### src/rtl/i2c_req_arbiter.sv
`timescale 1ns/1ps
`default_nettype none
// ============================================================================
//  Module   : i2c_req_arbiter
//  Purpose  : Round-robin arbiter/sequencer sharing one i2c_master write
//             engine among NUM_REQ requesters. Grants one requester, launches
//             the master, waits for completion or timeout, and returns a
//             done/err pulse to the owner.
//  Revision : 1.0 - initial release
// ============================================================================
module i2c_req_arbiter #(
    parameter int NUM_REQ     = 4,
    parameter int TIMEOUT_CYC = 4096,
    localparam int IDX_W      = (NUM_REQ > 1) ? $clog2(NUM_REQ) : 1
) (
    input  logic                 clk,
    input  logic                 reset,
    input  logic [NUM_REQ-1:0]   req,
    input  logic [NUM_REQ*7-1:0] req_addr,
    input  logic [NUM_REQ*8-1:0] req_data,
    output logic [NUM_REQ-1:0]   gnt,
    output logic [NUM_REQ-1:0]   done,
    output logic [NUM_REQ-1:0]   err,
    output logic                 m_start,
    output logic [6:0]           m_addr,
    output logic [7:0]           m_data,
    output logic                 m_abort,
    input  logic                 m_busy,
    input  logic                 m_done,
    input  logic                 m_nack,
    output logic                 busy,
    output logic [IDX_W-1:0]     cur_idx,
    output logic [2:0]           state
);

    // Counter only ever needs to represent values up to TIMEOUT_CYC-1.
    localparam int CNT_W = (TIMEOUT_CYC > 2) ? $clog2(TIMEOUT_CYC) : 1;
    localparam logic [CNT_W-1:0] c_cnt_last = CNT_W'(TIMEOUT_CYC - 1);
    localparam logic [IDX_W-1:0] c_last_rst = IDX_W'(NUM_REQ - 1);
    localparam logic [NUM_REQ-1:0] c_oh_one = NUM_REQ'(1);

    typedef enum logic [2:0] {
        S_IDLE  = 3'd0,
        S_START = 3'd1,
        S_WAIT  = 3'd2,
        S_RESP  = 3'd3
    } state_t;

    state_t               r_state, w_state_nxt;
    logic [IDX_W-1:0]     r_idx, w_idx_nxt;
    logic [IDX_W-1:0]     r_last, w_last_nxt;
    logic [6:0]           r_addr, w_addr_nxt;
    logic [7:0]           r_data, w_data_nxt;
    logic [CNT_W-1:0]     r_cnt, w_cnt_nxt;
    logic [CNT_W-1:0]     w_cnt_inc;
    logic [NUM_REQ-1:0]   r_gnt, w_gnt_nxt;
    logic [NUM_REQ-1:0]   r_done, w_done_nxt;
    logic [NUM_REQ-1:0]   r_err, w_err_nxt;
    logic                 r_m_start, w_m_start_nxt;
    logic                 r_m_abort, w_m_abort_nxt;

    logic                 w_found;
    logic [IDX_W-1:0]     w_win;
    logic [6:0]           w_sel_addr;
    logic [7:0]           w_sel_data;

    assign w_cnt_inc = r_cnt + CNT_W'(1);

    // Round-robin pick: the requester closest after r_last (with wrap) wins.
    always_comb begin : p_rr_pick
        int d;
        int best_d;
        d       = 0;
        best_d  = NUM_REQ;
        w_found = 1'b0;
        w_win   = '0;
        for (int i = 0; i < NUM_REQ; i++) begin
            d = i - int'(r_last) - 1;
            if (d < 0) begin
                d = d + NUM_REQ;
            end
            if (req[i] && (d < best_d)) begin
                best_d  = d;
                w_win   = IDX_W'(i);
                w_found = 1'b1;
            end
        end
    end

    // Extract the winner's address/data slice from the flattened buses.
    always_comb begin : p_slice_sel
        w_sel_addr = '0;
        w_sel_data = '0;
        for (int i = 0; i < NUM_REQ; i++) begin
            if (w_win == IDX_W'(i)) begin
                w_sel_addr = req_addr[i*7 +: 7];
                w_sel_data = req_data[i*8 +: 8];
            end
        end
    end

    // Next-state and next-output logic of the sequencer.
    always_comb begin : p_fsm_comb
        w_state_nxt   = r_state;
        w_idx_nxt     = r_idx;
        w_last_nxt    = r_last;
        w_addr_nxt    = r_addr;
        w_data_nxt    = r_data;
        w_cnt_nxt     = r_cnt;
        w_gnt_nxt     = '0;
        w_done_nxt    = '0;
        w_err_nxt     = '0;
        w_m_start_nxt = 1'b0;
        w_m_abort_nxt = 1'b0;
        case (r_state)
            S_IDLE: begin
                w_cnt_nxt = '0;
                if (w_found && !m_busy) begin
                    w_idx_nxt     = w_win;
                    w_addr_nxt    = w_sel_addr;
                    w_data_nxt    = w_sel_data;
                    w_gnt_nxt     = c_oh_one << w_win;
                    w_m_start_nxt = 1'b1;
                    w_state_nxt   = S_START;
                end
            end
            S_START: begin
                // m_done is deliberately not looked at here.
                w_cnt_nxt   = '0;
                w_state_nxt = S_WAIT;
            end
            S_WAIT: begin
                w_cnt_nxt = w_cnt_inc;
                if (m_done) begin
                    // Completion beats a coincident timeout.
                    w_done_nxt  = c_oh_one << r_idx;
                    w_err_nxt   = m_nack ? (c_oh_one << r_idx) : '0;
                    w_state_nxt = S_RESP;
                end else if (w_cnt_inc == c_cnt_last) begin
                    w_m_abort_nxt = 1'b1;
                    w_done_nxt    = c_oh_one << r_idx;
                    w_err_nxt     = c_oh_one << r_idx;
                    w_state_nxt   = S_RESP;
                end
            end
            S_RESP: begin
                w_last_nxt  = r_idx;
                w_state_nxt = S_IDLE;
            end
            default: begin
                w_state_nxt = S_IDLE;
            end
        endcase
    end

    // State and registered outputs; reset aborts any transaction silently.
    always_ff @(posedge clk or posedge reset) begin
        if (reset) begin
            r_state   <= S_IDLE;
            r_idx     <= '0;
            r_last    <= c_last_rst;
            r_addr    <= '0;
            r_data    <= '0;
            r_cnt     <= '0;
            r_gnt     <= '0;
            r_done    <= '0;
            r_err     <= '0;
            r_m_start <= 1'b0;
            r_m_abort <= 1'b0;
        end else begin
            r_state   <= w_state_nxt;
            r_idx     <= w_idx_nxt;
            r_last    <= w_last_nxt;
            r_addr    <= w_addr_nxt;
            r_data    <= w_data_nxt;
            r_cnt     <= w_cnt_nxt;
            r_gnt     <= w_gnt_nxt;
            r_done    <= w_done_nxt;
            r_err     <= w_err_nxt;
            r_m_start <= w_m_start_nxt;
            r_m_abort <= w_m_abort_nxt;
        end
    end

    assign gnt     = r_gnt;
    assign done    = r_done;
    assign err     = r_err;
    assign m_start = r_m_start;
    assign m_abort = r_m_abort;
    assign m_addr  = r_addr;
    assign m_data  = r_data;
    assign busy    = (r_state != S_IDLE);
    assign cur_idx = r_idx;
    assign state   = r_state;

endmodule
`default_nettype wire

### config.mk
export PLATFORM = sky130hd
export DESIGN_NAME = i2c_req_arbiter
export DESIGN_NICKNAME = d
export VERILOG_FILES = /design/src/rtl/i2c_req_arbiter.sv
export SDC_FILE = /design/constraint.sdc
export NUM_CORES = 1
export LEC_CHECK = 0
export ABC_AREA = 1
export CAP_MARGIN = 20
export CORE_MARGIN = 2
export CORE_UTILIZATION = 42
export DETAILED_ROUTE_END_ITERATION = 6
export GPL_TIMING_DRIVEN = 0
export PLACE_DENSITY = 0.72
export SETUP_SLACK_MARGIN = 0.1
export SLEW_MARGIN = 40
export SYNTH_ARGS = -nofsm -noshare
export SYNTH_HDL_FRONTEND = slang
export SYNTH_SLANG_ARGS = --single-unit
export TNS_END_PERCENT = 5
### constraint.sdc
create_clock -name clk -period 5.25 [get_ports clk]
set_clock_uncertainty 0.2 [all_clocks]
set_input_delay 0.525 -clock clk [delete_from_list [all_inputs] [get_ports clk]]
set_output_delay 0.525 -clock clk [all_outputs]
set_load 0.05 [all_outputs]
; ---- Word level (Yosys, flattened, before mapping)
; Cells that the tools add are included.
[op_classes]
n_mux = 40
eq_ne = 9
add_sub_neg = 13
order_cmp = 8
reduce_logical = 13
shifts = 2
[ops]
columns = op, count
row1 = $mux 32, 7
row2 = $lt 32x32->1, 3
row3 = $lt 32x4->1 const B, 1
row4 = $mux 4, 8
row5 = $mux 8, 4
row6 = $mux 7, 4
row7 = $pmux 12 s2, 1
row8 = $add 4x4->5 const B, 4
row9 = $lt 4x1->1 const B, 4
row10 = $sub 3x2->4 const B, 4
row11 = $add 12x1->12 const B, 1
row12 = $eq 12x12->1 const B, 1
row13 = $mux 1, 10
row14 = $mux 3, 3
row15 = $pmux 3 s3, 1
row16 = $shl 1x2->4 const A, 2
row17 = $eq 3x2->1 const B, 2
row18 = $sub 1x2->3 const A, 2
row19 = $sub 2x2->3 const A, 2
row20 = $logic_and 1x1->1, 5
row21 = $eq 2x2->1 const B, 2
row22 = $mux 2, 2
row23 = $reduce_and 2->1, 2
row24 = $eq 3x1->1 const B, 1
row25 = other kinds (9), 9
[totals]
reg_bits = 48
elab_cells = 96
output_inout_bits = 35
input_bits = 69

; ---- Logic depth before layout (Yosys ltp)
; Gate-level depths: netlist of run 1.
[logic_depth]
ltp_word = 21
mapped_depth = 30
depth_no_buf = 27

; ---- Worst setup path before layout of run 1
; OpenSTA, ideal clock, no wires.
[synth_timing]
path_type = reg2reg
from = register r_last[0]
to = register r_addr[4], in the netlist m_addr[4]
stages_incl_launch_ff = 29
setup_ns = 0.116
path_buffers = 3
required_ns = 4.934
arrival_time_ns = 3.549
path_slack_ns = 1.385
period_less_slack_ns = 3.865
path_cell_list = dfstp_2 -> inv_1 -> ha_1 -> inv_1 -> nor2_1 -> o21ai_4 -> nand2_1 -> nor2_1 -> a21oi_1 -> ha_1 -> nand2_1 -> nand2_1 -> nand2_1 -> nand2_1 -> nand2_2 -> nand2_4 -> buf_6 -> clkbuf_1 -> o21ai_0 -> ha_1 -> nand2_1 -> nand2_1 -> nand2_4 -> nand2_8 -> buf_4 -> nand3_1 -> nand3_1 -> nand2_1 -> nand2_1
[synth_via]
elab_chain_cells = 21
elab_cells_between_ends = 48
classes_between = 12 x add/sub / 8 x order compare / 3 x eq/ne / 18 x mux / 7 x reduce/logical
[synth_lines]
columns = element, line_no
row1 = from (decl), 51  ; logic [IDX_W-1:0] r_last, w_last_nxt;
row2 = from (signal assigned), 161  ; r_last <= c_last_rst;
row3 = from (signal assigned), 173  ; r_last <= w_last_nxt;
row4 = $sub 1x2->3, 78  ; d = i - int'(r_last) - 1;
row5 = $sub 3x2->4, 78
row6 = $add 4x4->5 / $lt 4x1->1 (equally long branches), "80, 79"
row7 = $mux 32, 79  ; if (d < 0) begin
row8 = $lt 32x4->1, 82  ; if (req[i] && (d < best_d)) begin
row9 = $logic_and 1x1->1, 82
row10 = $mux 32, 82
row11 = $lt 32x32->1, 82
row12 = (+2 left out), n/a
row13 = $lt 32x32->1, 82
row14 = $logic_and 1x1->1, 82
row15 = $mux 32, 82
row16 = $lt 32x32->1, 82
row17 = $logic_and 1x1->1, 82
row18 = $mux 2, 82
row19 = $logic_not 2->1, 95  ; if (w_win == IDX_W'(i)) begin
row20 = $mux 7 (4 in a row), 95
row21 = to (signal assigned), 174  ; r_addr <= w_addr_nxt;
row22 = to (decl), 52  ; logic [6:0] r_addr, w_addr_nxt;
; Several ways; a longest one is shown, not always the timed one.
; A chain may end at the register's enable or synchronous reset.

; ---- Worst setup path in the final report of run 1
[layout_timing]
from = register r_last[0]
to = register r_data[0], in the netlist m_data[0]
[layout_via]
elab_chain_cells = 21
elab_cells_between_ends = 48
classes_between = 12 x add/sub / 8 x order compare / 3 x eq/ne / 18 x mux / 7 x reduce/logical
[layout_lines]
columns = element, line_no
row1 = $sub 1x2->3, 78
row2 = $sub 3x2->4, 78
row3 = $add 4x4->5 / $lt 4x1->1 (equally long branches), "80, 79"
row4 = $mux 32, 79
row5 = $lt 32x4->1, 82
row6 = $logic_and 1x1->1, 82
row7 = $mux 32, 82
row8 = $lt 32x32->1, 82
row9 = (+2 left out), n/a
row10 = $lt 32x32->1, 82
row11 = $logic_and 1x1->1, 82
row12 = $mux 32, 82
row13 = $lt 32x32->1, 82
row14 = $logic_and 1x1->1, 82
row15 = $mux 2, 82
row16 = $logic_not 2->1, 95
row17 = $mux 8 (4 in a row), 95
row18 = to (signal assigned), 175  ; r_data <= w_data_nxt;
row19 = to (decl), 53  ; logic [7:0] r_data, w_data_nxt;
; Several ways; a longest one is shown, not always the timed one.

==> summary.md, run 1 <==
| Metric | Value |
|---|---|
| Congestion Overflow GR | 0 |
| Register area | approximately 1200 µm² |
| Critical-path top delay cell | dfstp_2 |
| Fin crit period | between 4 and 5 ns |
| Vias in the first global route | approximately 2.8k |
| Total wire length | 8.218 mm |
| Switch share | 53.48% |
| Starting Density | between 40% and 50% |
| MaxCap Viol Count | 0 |
| Die width | roughly 89 µm |
| # H-tree levels | 2 |
| Router iterations before antenna repair | 4 |
| Int Pwr | 0.001274 W |
| Setup Crit Path Kind | reg -> reg |
| Cells resized by post-CTS repair | 0 |
| Number of synthesized flops with an enable pin | 0 |
| Hold/Removal Path Class | in -> async |
| Sum Neg Setup Slack | 0 ns |
| Instance count of the mapped netlist | between 400 and 500 |
| I/O Buffers | 102 |
| Comb pwr share | 70.5% |
| Flop2flop setup slack | around 0.79 ns |
| Fin. Hold Viols | 0 |
| Clock Power Share | around a tenth |
| Layout cells sized above 1 | a little under an eighth |
| Register share of total power | 19.4% |
| Num CTS Buffers | 5 |
| Synth unique cells | 44 |
| Bufs on Longest Clock Path | 2 |
| Maximum clock frequency | ~0.22 GHz |
| Crit path launch | r_last[0] |
| # setup viols final | 0 |
| Fin nets | about 590 |
| Vias per inst | about 4.8 |
| Switch Pwr | about 0.0015 W |
| CTS tree | built |
| First-pass GRT wire length | around 13 mm |
| Status | finished clean |
| Warnings, synthesis | 0 |
| Final hold slack | approximately 0.29 ns |
| Final Wtd Congestion | ~0.9 |
| Row Count | 30 |
| Routed WL per cell | between 10 and 15 µm |
| R2R depth | 28 |
| Fraction of registers with async set/reset | between 90% and 100% |
| Syn-to-layout area delta | 42.34% |
| Final ANT Viol Nets | 0 |
| P_leak | 2.100 nW |
| Largest net degree at the start of global routing | 35 |
| Worst Setup End Kind | flop |
| Clk_lat worst skew | 0.30 ns |
| DR DRC count | 0 |
| Die Area | slightly below 8000 µm² |
| CP startpoint kind | flop |
| Fill count | between 600 and 700 |
| Cts hold-fix bufs | 0 |
| Via count | 2920 |
| Unrepaired setup endpoints after global routing | no |
| Max-slew headroom | 63.71% |
| Detailed Place HPWL | 6.419 mm |
| Mean Syn Cell Area | between 7 and 8 µm² |
| CP peak stage delay | around 0.59 ns |
| Antenna violations before repair | 0 |
| Crit path DAT | 4.46 ns |
| Tot GR Track Use | 21.18% |
| Setup Buffers After CTS | 0 |
| Root Driver | clkbuf_8 |
| Largest fanout on the critical path | 10 |
| Iteration-0 DRC Markers | 132 |
| Main synth FF type | dfrtp_1 |
| Die Y-Extent | ~90 µm |
| Post-route clock period utilization | roughly 85% |
| PwrDens | about 630 nW/µm² |
| Area of the mapped netlist | just over 3000 µm² |
| IO Count | around 100 |
| Crit-path most repeated cell | nand2_1 |
| Clock transition at the registers of the reported paths | 0.09 ns |
| Req. time, crit path | about 5.3 ns |
| Sequential area share after synthesis | 38.88% |
| FF-to-FF Start | r_last[0] |
| Clk sinks | 47 |
| Multi-input logic area | around 1500 µm² |
| Worst Max-Slew Pin Slew | 0.5427 ns |
| Register bit total from synthesis | between 40 and 50 |
| FF-to-FF End | m_data[0] |
| Diodes inserted | 0 |
| Max Slew Vio Count | 0 |
| Worst VDD drop | roughly 0.00043 V |
| CORE AREA | 6907 µm² |
worst max-delay path: cells and delay by family (launching register included):
kind	cells	cell delay (ns)
AND/OR/NAND/NOR	17	1.29
buffers and inverters	5	0.91
adder cells (fa/ha/maj)	3	0.90
flip-flops	1	0.59
AO/OA/AOI/OAI	3	0.45
cell type report:
cell class,instances,area share [%]
Sequential cell,47,27.31
Tap cell,96,2.783
Clock buffer,5,1.595
Buffer,13,2.262
Timing Repair Buffer,103,24.12
Multi-Input combinational cell,286,35.78
Inverter,56,5.045
Clock inverter,3,1.102
metal layers:
| layer | track usage, % | routed length, µm | vias up |
|---|---|---|---|
| li1 | - | - | 1496 |
| met1 | 30.02 | 3729 | 1332 |
| met2 | 33.51 | 3925 | 77 |
| met3 | 3.416 | 360 | 15 |
| met4 | 6.513 | 202 | 0 |
| met5 | 0 | 0 | - |
state kept, by name, summed over array words and instances, names as in the netlist, 2 cells and up:
signal,flops
r_cnt,12
r_last,2
gnt,4
state,2
done,4
err,4
m_addr,7
cur_idx,2
m_data,8
worst max-delay path by stage:
stage	endpoint	slack, ns	depth (start not counted)
global route	m_data[0]	0.29	29
finish	m_data[0]	0.79	28
detailed placement	m_addr[2]	0.80	28
floorplan	m_addr[4]	1.39	28
CTS	m_addr[2]	0.77	28
global placement	m_addr[2]	0.83	26
synth_stat cells (6+ instances only):
cell / number / area, µm²
o21ai_0: 12 / 60.06
dfrtp_1: 45 / 1126
nand3_1: 36 / 180.2
nor2_2: 6 / 37.54
nand2_2: 13 / 81.33
nand2_1: 109 / 409.1
nor2_1: 36 / 135.1
ha_1: 13 / 162.7
xor2_1: 6 / 52.55
nand4_1: 16 / 100.1
inv_1: 49 / 183.9
layout by cell type (no fill, tap or decap), types with 2 or more instances in the layout:
master           count
nor2_1              36
clkbuf_1             4
inv_1               48
conb_1               3
buf_6                2
o21ai_0             12
clkbuf_8             5
dfrtp_1             45
nand2_1            109
nand4_1             16
inv_2                5
o22ai_1              5
buf_2                2
dfstp_2              2
nand2_4              2
inv_6                2
nand2_2             13
nor3_1               5
buf_4                4
xor2_1               6
a21oi_1              3
nor2_2               6
clkdlybuf4s50_1    102
xnor2_1              2
ha_1                13
nor4_1               2
buf_12               2
nand3_1             36
cells by family (layout without fill, tap and decap cells):
kind of cell | after synthesis | after routing | synth area share (%)
simple gates | 234 | 234 | 37.10
buf+inv | 69 | 180 | 10.32
flops | 47 | 47 | 38.88
compound gates | 28 | 28 | 5.778
fa+ha+maj | 13 | 13 | 5.365
xor+xnor | 8 | 8 | 2.311
other cells | 2 | 3 | 0.2477
stage by stage:
| step | utilization [%] | area, µm² | power [W] | setup WS, ns | instances |
|---|---|---|---|---|---|
| after global routing | 62.48 | 4315 | 0.002975 | 0.2913 | 609 |
| after global placement | 60.47 | 4177 | 0.002415 | 0.8346 | 600 |
| after detailed placement | 60.80 | 4199 | 0.002458 | 0.7977 | 601 |
| after CTS | 62.48 | 4315 | 0.002746 | 0.7723 | 609 |
| final | 62.48 | 4315 | 0.002738 | 0.7853 | 609 |
| after floorplan | - | 3035 | 0.001954 | 1.385 | 402 |
power groups by stage:
stage	clock (W)	combinational [W]	sequential (W)
floorplan	0	0.00114	0.000812
global placement	0	0.00188	0.000538
detailed placement	0	0.00192	0.000539
CTS	0.000281	0.00193	0.000532
global route	0.000296	0.00213	0.000544
finish	0.000275	0.00193	0.000532
No activity file was read; power rests on OpenSTA's default activity.
==> run 2: changes to the inputs <==
--- a/config.mk
+++ b/config.mk
@@ -7,11 +7,12 @@
 export LEC_CHECK = 0
 export ABC_AREA = 1
 export CAP_MARGIN = 20
+export CORE_ASPECT_RATIO = 1.25
 export CORE_MARGIN = 2
-export CORE_UTILIZATION = 42
+export CORE_UTILIZATION = 46
 export DETAILED_ROUTE_END_ITERATION = 6
 export GPL_TIMING_DRIVEN = 0
-export PLACE_DENSITY = 0.72
+export PLACE_DENSITY = 0.78
 export SETUP_SLACK_MARGIN = 0.1
 export SLEW_MARGIN = 40
 export SYNTH_ARGS = -nofsm -noshare
==> run 2 against run 1 <==
  * Clock-buffer cell count increased by 1
  * Utilization grew 4.2 points
  * Sequential power up 1%
  * Register-to-register slack lost 0.08 ns
  * Largest power group unchanged
  * Combinational power is essentially flat
  * Global-route usage up 2.0 points
  * Setup slack worse by 0.085 ns
  * Clock power is 15% higher
==> summary.md, run 2 (synthesized netlist as in run 1, its figures left out) <==
| Metric | Value |
|---|---|
| # setup viols final | 0 (unchanged) |
| P_leak | 2.107 nW (was 2.100 nW) |
| CP peak stage delay | 0.59 ns (about the same) |
| Congestion Overflow GR | 0 (unchanged) |
| Largest net degree at the start of global routing | 33 (was 35) |
| CP startpoint kind | flop (unchanged) |
| Root Driver | clkbuf_8 (unchanged) |
| Layout cells sized above 1 | 11.11% (was 11.31%) |
| Hold/Removal Path Class | in -> async (unchanged) |
| Final Core Density | 66.65% (was 62.48%) |
| Routing usage on met3 | 4.398% (was 3.416%) |
| Post-Layout Cell Count | 600 (was 609) |
| Cts hold-fix bufs | 0 (unchanged) |
| Post-route clock period utilization | 86.66% (was 85.04%) |
| Die width | 76.61 µm (was 88.96 µm) |
| Worst VDD drop | 0.0004830 V (was 0.0004330 V) |
| Fin nets | 594 (unchanged) |
| Status | finished clean (unchanged) |
| First-pass GRT wire length | 13.48 mm (was 12.97 mm) |
| Sum Neg Setup Slack | 0 ns (unchanged) |
| Router iterations before antenna repair | 4 (unchanged) |
| Iteration-0 DRC Markers | 253 (was 132) |
| Clk sinks | 47 (unchanged) |
| Largest fanout on the critical path | 10 (unchanged) |
| Clock transition at the registers of the reported paths | 0.09 ns (about the same) |
| Total power | 0.002768 W (was 0.002738 W) |
| Syn-to-layout area delta | 42.51% (was 42.34%) |
| Fin. Hold Viols | 0 (unchanged) |
| Most common cell after layout, fill and taps aside | nand2_1 (unchanged) |
| Vias in the first global route | 2977 (was 2777) |
| GRT Max-Usage Layer | met2 (unchanged) |
| Worst Max-Slew Pin Slew | 0.5203 ns (was 0.5427 ns) |
| Max reg flops | 12 (unchanged) |
| Routed WL per cell | 13.44 µm (was 13.49 µm) |
| MaxCap Viol Count | 0 (unchanged) |
| Vias per inst | 4.992 (was 4.795) |
| Int Pwr | 0.001321 W (was 0.001274 W) |
| Clock Power Share | 11.5% (was 10.0%) |
| Setup Buffers After CTS | 0 (unchanged) |
| Fin crit period | 4.550 ns (was 4.465 ns) |
| M1 GR Usage | 26.78% (was 30.02%) |
| CORE AREA | 6482 µm² (was 6907 µm²) |
| PwrDens | 640.7 nW/µm² (was 634.5 nW/µm²) |
| Starting Density | 46.77% (was 43.89%) |
| Final Wtd Congestion | 0.9205 (was 0.8948) |
| Clk_lat worst skew | 0.30 ns (about the same) |
| Buf+Inv Stages, Crit Path | 4 (was 5) |
| Max-slew headroom | 65.20% (was 63.71%) |
| Crit-path most repeated cell | nand2_1 (unchanged) |
| Total wire length | 8.066 mm (was 8.218 mm) |
| Via count | 2995 (was 2920) |
| Die Area | 7260 µm² (was 7914 µm²) |
| CTS tree | built (unchanged) |
| Final ANT Viol Nets | 0 (unchanged) |
| Critical path's top delay family | simple AND/OR/NAND/NOR gates (unchanged) |
| Num CTS Buffers | 5 (unchanged) |
| Setup Crit Path Kind | reg -> reg (unchanged) |
| Maximum clock frequency | 0.2198 GHz (was 0.2240 GHz) |
| Switch Pwr | 0.001447 W (was 0.001464 W) |
| Cells resized by post-CTS repair | 0 (unchanged) |
| Tot GR Track Use | 23.14% (was 21.18%) |
| Antenna violations before repair | 0 (unchanged) |
| Most frequent cells in the layout | nand2_1, clkdlybuf4s50_1, inv_1 (unchanged) |
| Comb pwr share | 69.1% (was 70.5%) |
| Critical-path top delay cell | dfstp_2 (unchanged) |
| Met2 global-route usage | 42.85% (was 33.51%) |
| # H-tree levels | 2 (unchanged) |
| IO Count | 104 (unchanged) |
| Register share of total power | 19.4% (about the same) |
| Req. time, crit path | 5.28 ns (was 5.25 ns) |
| Switch share | 52.28% (was 53.48%) |
| Die Y-Extent | 94.77 µm (was 88.96 µm) |
| DR DRC count | 0 (unchanged) |
| Detailed Place HPWL | 6.384 mm (was 6.419 mm) |
| Row Count | 33 (was 30) |
| I/O Buffers | 102 (unchanged) |
| Biggest register | r_cnt (unchanged) |
| Max Slew Vio Count | 0 (unchanged) |
| Worst Setup End Kind | flop (unchanged) |
| Unrepaired setup endpoints after global routing | no (unchanged) |
| Diodes inserted | 0 (unchanged) |
| Bufs on Longest Clock Path | 2 (unchanged) |
| Crit path DAT | 4.58 ns (was 4.46 ns) |
| Final hold slack | 0.3028 ns (was 0.2876 ns) |
| Placed insts | 592 (was 601) |
[run 2: cell type report]
type / instances / area, µm²
buffer: 13 / 97.59
inverter: 56 / 217.7
fill: 569 / 2162
sequential: 47 / 1179
timing repair buffer: 103 / 1041
clock buffer: 6 / 72.57
multi-input combinational: 286 / 1544
clock inverter: 2 / 60.06
tap: 87 / 108.9
[run 2: path summary, 6_finish.rpt]
path,depth (start not counted),slack [ns],from,to
setup / recovery,27,0.70,r_last[0],m_data[4]
hold / removal,2,0.30,reset,m_data[7]
setup reg to reg,27,0.70,r_last[0],m_data[4]
hold reg to reg,2,0.32,m_addr[3],m_addr[3]
max in group asynchronous,3,4.05,reset,r_last[0]
min in group clk,2,0.32,m_addr[3],m_addr[3]
[run 2: worst reg2reg max path, delay by kind of cell, from the launching register on]
family	cells	cell delay [ns]
AO/OA/AOI/OAI	3	0.51
adder cells (fa/ha/maj)	3	0.90
flip-flops	1	0.59
buffers and inverters	4	0.73
AND/OR/NAND/NOR	17	1.55
[run 2: per-stage QoR]
stage	setup WS, ns	instance area (µm²)
after global placement	0.7963	4165
final	0.7004	4320
after floorplan	1.385	3035
after CTS	0.7451	4320
after detailed placement	0.7424	4188
after global routing	0.3727	4320
[run 2: power by group through the flow]
stage,sequential (W),combinational [W],clock [W]
floorplan,0.000812,0.00114,0
global placement,0.000539,0.00186,0
detailed placement,0.000542,0.00190,0
CTS,0.000538,0.00191,0.000321
global route,0.000553,0.00211,0.000334
finish,0.000538,0.00191,0.000317
[run 2: layer usage]
layer  vias to the layer above  part of all wire (%)  wire (µm)
met5                         -                     0          0
met4                         0                   2.1        170
met3                        13                   4.6        372
met2                        94                    53       4314
met1                      1398                    40       3208
li1                       1490                     -          -
